### config.mk
export PLATFORM = sky130hd
export DESIGN_NAME = obj_motion_engine
export DESIGN_NICKNAME = d
export VERILOG_FILES = /design/src/rtl/obj_motion_engine.sv
export SDC_FILE = /design/constraint.sdc
export NUM_CORES = 1
export LEC_CHECK = 0
export CORE_UTILIZATION = 25
export DETAILED_ROUTE_END_ITERATION = 6
export PLACE_DENSITY = 0.53
export SETUP_SLACK_MARGIN = 0.3
export SLEW_MARGIN = 40
export SYNTH_ARGS = -nofsm -noshare
export SYNTH_HDL_FRONTEND = slang
export SYNTH_SLANG_ARGS = --single-unit
### constraint.sdc
create_clock -name clk_in -period 5 [get_ports clk_in]
set_input_delay 1.25 -clock clk_in [delete_from_list [all_inputs] [get_ports clk_in]]
set_output_delay 1.25 -clock clk_in [all_outputs]
set_load 0.02 [all_outputs]
### src/rtl/obj_motion_engine.sv
// obj_motion_engine: owns object positions/velocities, advances them once per game tick
// and publishes a coherent {x[10:0], y[9:0]} snapshot with a one-cycle valid strobe.
module obj_motion_engine #(
   parameter int NUM_OBJ     = 6,
   parameter int TICK_CYCLES = 50000,
   parameter int X_MAX       = 1279,
   parameter int Y_MAX       = 719
) (
   input  logic                  clk_in,
   input  logic                  rst_n_in,
   input  logic                  en_in,
   input  logic                  load_valid_in,
   input  logic [2:0]            load_idx_in,
   input  logic [10:0]           load_x_in,
   input  logic [9:0]            load_y_in,
   input  logic [3:0]            load_vx_in,
   input  logic [3:0]            load_vy_in,
   output logic                  load_ready_out,
   output logic [NUM_OBJ*21-1:0] obj_loc_out,
   output logic                  valid_out,
   output logic                  busy_out,
   output logic [15:0]           frame_cnt_out
);
   localparam int CNT_W = (TICK_CYCLES > 1) ? $clog2(TICK_CYCLES) : 1;

   typedef enum logic [1:0] {S_IDLE, S_UPDATE, S_PUBLISH} state_t;

   state_t                 state_q, state_d;
   logic [2:0]             idx_q, idx_d;
   logic                   pend_q, pend_d;
   logic [CNT_W-1:0]       tick_cnt_q, tick_cnt_d;
   logic                   tick;
   logic                   do_load;
   logic [NUM_OBJ*21-1:0]  obj_loc_q;
   logic                   valid_q, busy_q;
   logic [15:0]            frame_cnt_q;

   logic [10:0]            x_q  [NUM_OBJ];
   logic [9:0]             y_q  [NUM_OBJ];
   logic signed [3:0]      vx_q [NUM_OBJ];
   logic signed [3:0]      vy_q [NUM_OBJ];

   logic [10:0]            cur_x;
   logic [9:0]             cur_y;
   logic signed [3:0]      cur_vx, cur_vy;
   logic [14:0]            xstep, ystep;
   logic                   unused_ystep_msb;

   // Returns {new_vel, new_pos}; a wall hit pins the coordinate and reverses velocity.
   function automatic logic [14:0] step_axis(input logic [10:0] pos,
                                             input logic signed [3:0] vel,
                                             input logic [10:0] lim);
      logic signed [11:0] np;
      np = $signed({1'b0, pos}) + $signed({{8{vel[3]}}, vel});
      if (np < 12'sd0)
         return {-vel, 11'd0};
      else if (np > $signed({1'b0, lim}))
         return {-vel, lim};
      else
         return {vel, np[10:0]};
   endfunction

   function automatic logic signed [3:0] clamp_vel(input logic [3:0] v);
      return (v == 4'b1000) ? 4'sb1001 : $signed(v);
   endfunction

   always_comb begin
      tick       = 1'b0;
      tick_cnt_d = tick_cnt_q;
      if (en_in) begin
         if (tick_cnt_q == CNT_W'(TICK_CYCLES - 1)) begin
            tick       = 1'b1;
            tick_cnt_d = '0;
         end else begin
            tick_cnt_d = tick_cnt_q + 1'b1;
         end
      end
   end

   always_comb begin
      state_d        = state_q;
      idx_d          = idx_q;
      pend_d         = pend_q;
      do_load        = 1'b0;
      load_ready_out = 1'b0;
      case (state_q)
         S_IDLE: begin
            load_ready_out = 1'b1;
            if (load_valid_in) begin
               do_load = 1'b1;
               if (tick) pend_d = 1'b1;
            end else if (tick || pend_q) begin
               state_d = S_UPDATE;
               idx_d   = 3'd0;
               pend_d  = 1'b0;
            end
         end
         S_UPDATE: begin
            if (tick) pend_d = 1'b1;
            if (idx_q == 3'(NUM_OBJ - 1)) state_d = S_PUBLISH;
            else                          idx_d   = idx_q + 3'd1;
         end
         S_PUBLISH: begin
            if (tick) pend_d = 1'b1;
            state_d = S_IDLE;
         end
         default: state_d = S_IDLE;
      endcase
   end

   always_ff @(posedge clk_in or negedge rst_n_in) begin
      if (!rst_n_in) begin
         state_q     <= S_IDLE;
         idx_q       <= 3'd0;
         pend_q      <= 1'b0;
         tick_cnt_q  <= '0;
         obj_loc_q   <= '0;
         valid_q     <= 1'b0;
         busy_q      <= 1'b0;
         frame_cnt_q <= 16'd0;
      end else begin
         state_q    <= state_d;
         idx_q      <= idx_d;
         pend_q     <= pend_d;
         tick_cnt_q <= tick_cnt_d;
         busy_q     <= (state_d != S_IDLE);
         valid_q    <= (state_q == S_PUBLISH);
         if (state_q == S_PUBLISH) begin
            for (int i = 0; i < NUM_OBJ; i++)
               obj_loc_q[i*21 +: 21] <= {x_q[i], y_q[i]};
            frame_cnt_q <= frame_cnt_q + 16'd1;
         end
      end
   end

   // One shared stepper serves the object selected by the sweep index.
   always_comb begin
      cur_x  = '0;
      cur_y  = '0;
      cur_vx = '0;
      cur_vy = '0;
      for (int i = 0; i < NUM_OBJ; i++) begin
         if (idx_q == 3'(i)) begin
            cur_x  = x_q[i];
            cur_y  = y_q[i];
            cur_vx = vx_q[i];
            cur_vy = vy_q[i];
         end
      end
      xstep = step_axis(cur_x, cur_vx, 11'(X_MAX));
      ystep = step_axis({1'b0, cur_y}, cur_vy, 11'(Y_MAX));
   end

   assign unused_ystep_msb = ystep[10];

   always_ff @(posedge clk_in or negedge rst_n_in) begin
      if (!rst_n_in) begin
         for (int i = 0; i < NUM_OBJ; i++) begin
            x_q[i]  <= '0;
            y_q[i]  <= '0;
            vx_q[i] <= '0;
            vy_q[i] <= '0;
         end
      end else begin
         for (int i = 0; i < NUM_OBJ; i++) begin
            if (do_load && load_idx_in == 3'(i)) begin
               x_q[i]  <= (load_x_in > 11'(X_MAX)) ? 11'(X_MAX) : load_x_in;
               y_q[i]  <= (load_y_in > 10'(Y_MAX)) ? 10'(Y_MAX) : load_y_in;
               vx_q[i] <= clamp_vel(load_vx_in);
               vy_q[i] <= clamp_vel(load_vy_in);
            end else if (state_q == S_UPDATE && idx_q == 3'(i)) begin
               x_q[i]  <= xstep[10:0];
               vx_q[i] <= xstep[14:11];
               y_q[i]  <= ystep[9:0];
               vy_q[i] <= ystep[14:11];
            end
         end
      end
   end

   assign obj_loc_out   = obj_loc_q;
   assign valid_out     = valid_q;
   assign busy_out      = busy_q;
   assign frame_cnt_out = frame_cnt_q;

endmodule
==> summary.txt <==
Run status
  • Outcome: finished, final reports clean

Die
  • Die area: 71,100 um2
  • Die X: 267 um
  • Die Y: 267 um
  • I/O Pins: 181
  • Site row count: 96
  • Core area: 68,900 um2
  • Initial Utilization: 0.254

Critical path
  • CP dominant cell by count: buf_4
  • Worst EP required: 5.46 ns
  • Crit Path Category: register to register
  • Crit path max-delay family: compound AO/OA/AOI/OAI gates
  • Critical Path Fanout Max: 6
  • CP Buf/Inv Count: 7
  • Worst path slowest cell: dfrtp_1
  • Critical path, cell by cell: inv_2, ha_4, nor3b_4, buf_4, buf_12, buf_4, a221oi_2, nor3_1, a21oi_1, a21oi_2, ha_2, inv_2, fa_2, nor2b_4, o31a_1, buf_4, o211ai_1, nand3_2, a41o_4, a211oi_4, buf_6, mux2_4, nor2_1, o21ai_1
  • CP endpoint kind: register
  • Largest incremental delay on the critical path: 0.43 ns
  • Startpoint Class: register
  • Critical Path AT: 5.12 ns

STA
  • Worst slew pin tran: 0.890 ns
  • Minimum clock period: 4.66 ns
  • Period utilization: 0.933
  • Fin. max-slew vios: 0
  • FMAX: 214 MHz
  • Setup Viol. Count Final: 0
  • Sum Neg Setup Slack: 0 ns
  • Relative slew slack: 0.407
  • RSZ-0062 raised after global routing: yes
  • Setup ws final: 0.337 ns
  • Final Hold Viols: 0
  • Clk_skew: 0.0413 ns

Worst hold path
  • Hold Crit Class: register to register

Clock tree
  • Htree depth: 2
  • Clock sinks: 340
  • CTS buffer count: 42
  • Worst-Skew Late Latency: 0.61 ns
  • Worst-path clk slew: 0.06 ns
  • CTS Hold Buffers Added: 0
  • Maximum root-to-sink buffer count: 3
  • Root buffer cell: clkbuf_16
  • CTS tree: yes

Yosys
  • Dominant cell type by area after synthesis: dfrtp_1
  • Cells after synthesis: 1,751
  • Yosys warns: 0
  • Syn Std Cell Area: 17,500 um2
  • Seq/Total Area, Yosys: 0.486
  • Synth Flop Type: dfrtp_1
  • Mean Syn Cell Area: 10.0 um2
  • Yosys reg bits: 340
  • Syn_nets: 1,823
  • Fraction of registers with async set or reset after synthesis: 1.00
  • Synth area leaders: dfrtp_1 49%, mux2_2 8.2%, mux2i_1 5.3%
  • Top-area cell type share of the netlist area: 0.486
  • Post-synth EDFFs: 0
  • Netlist cell types: 74

Global route
  • First-pass GRT wire length: 93.1 mm
  • GRT Util Overall: 0.172
  • GR Overflow Total: 0
  • Largest net degree at the start of global routing: 95
  • Vias in the first global route: 14.7k
  • Initial antenna violation count: 1

Layout
  • Most frequent cells in the layout: 339 x dfrtp_1, 230 x nand2_1, 179 x clkdlybuf4s50_1, 161 x o21ai_0, 127 x mux2_2
  • Antenna diode instance count: 0
  • Nets: 2,037
  • Final core occ: 0.335
  • Most common cell after layout, fill and taps aside: dfrtp_1
  • Area grow syn2layout: 31.8%
  • Layout cells sized above 1: 0.220

Drt
  • 1st-iter DRT viols: 1,196
  • Via density: 5.06
  • DR DRC count: 0
  • Post-Route WL: 62.8 mm
  • Via count: 14.8k
  • Final ANT Viol Nets: 0
  • DRT Pass-1 Iters: 6
  • Avg WL per Cell: 21.4 um

Placed design
  • Pre-CTS WS: 0.188 ns
  • Port bufs: 180
  • GPL Wtd Cong: 0.870
  • Post-DP HPWL: 41.1 mm

Flow run
  • Max Cap Viol: 0
==> repair_timing <==
item	in CTS	in global routing
buffers inserted	2	31
endpoints found under the setup margin	60	162
cloned	1	2
pin swaps	1	36
gates resized for setup	7	113
==> path summary, 6_finish.rpt <==
check	slack, ns	endpoint	start	cells past startpoint
setup / recovery	0.34	vy_q[21]$_DFFE_PN0P_	idx_q[0]$_DFFE_PN0P_	24
hold / removal	0.48	frame_cnt_out[15]$_DFFE_PN0P_	frame_cnt_out[15]$_DFFE_PN0P_	1
setup reg to reg	0.34	vy_q[21]$_DFFE_PN0P_	idx_q[0]$_DFFE_PN0P_	24
hold reg to reg	0.48	frame_cnt_out[15]$_DFFE_PN0P_	frame_cnt_out[15]$_DFFE_PN0P_	1
max in group asynchronous	3.36	vx_q[17]$_DFFE_PN0P_	rst_n_in	3
min in group asynchronous	0.52	obj_loc_out[47]$_DFFE_PN0P_	rst_n_in	1
==> flip-flops by register name, summed over array words and instances (netlist names), 2 cells and up <==
name and flops:
idx_q 3, y_q 60, vx_q 24, state_q 2
x_q 66, obj_loc_out 126, vy_q 24, tick_cnt_q 16
frame_cnt_out 16
==> cell type report <==
| class | count | area [um2] |
|---|---|---|
| Clock buffer | 58 | 1230 |
| Fill cell | 6947 | 45900 |
| Tap cell | 931 | 1160 |
| Timing Repair Buffer | 303 | 2970 |
| Inverter | 26 | 101 |
| Sequential cell | 340 | 8510 |
| Clock inverter | 17 | 239 |
| Multi-Input combinational cell | 1252 | 8860 |
==> logic make-up (layout without fill, tap and decap cells) <==
| group | Yosys count | after routing | synth area share |
|---|---|---|---|
| xor+xnor | 47 | 47 | 0.0252 |
| simple gates | 479 | 479 | 0.122 |
| compound gates | 470 | 470 | 0.169 |
| mux | 220 | 220 | 0.135 |
| flops | 340 | 340 | 0.486 |
| fa+ha+maj | 36 | 36 | 0.0266 |
| buf+inv | 159 | 404 | 0.0364 |
==> Yosys cell counts, drive strengths merged, types with 5 or more instances <==
master,count
buf,43
and2,11
a22oi,14
xor2,21
o21ai,215
xnor2,26
a211oi,15
clkbuf,90
inv,25
a31oi,8
mux2,128
ha,34
nor2,98
nor2b,11
o22ai,6
o31ai,5
o21bai,6
a21oi,99
nor3,37
and3,10
or3,14
o311ai,27
nand4,10
nand3,20
nand2,235
o211ai,8
a21o,5
mux2i,92
or2,9
dfrtp,340
a221oi,34
o21a,13
nand2b,10
==> routing by layer <==
| layer | part of all wire | wire length, um | track usage |
|---|---|---|---|
| met1 | 0.42 | 26500 | 0.225 |
| met2 | 0.47 | 29700 | 0.280 |
| met3 | 0.065 | 4070 | 0.0314 |
| met4 | 0.039 | 2450 | 0.0691 |
| met5 | 0.00011 | 7 | 0 |
==> through the flow <==
step                area, um2  hold WS (ns)  instances
floorplan               17500         0.446       1751
global placement        20700         0.462       2814
detailed placement      20800         0.470       2816
CTS                     22400         0.486       2894
global route            23100         0.498       2927
finish                  23100         0.484       2927
Power is not shown: default switching activity piles up to over one toggle a cycle in this logic, so the estimate is an artifact.
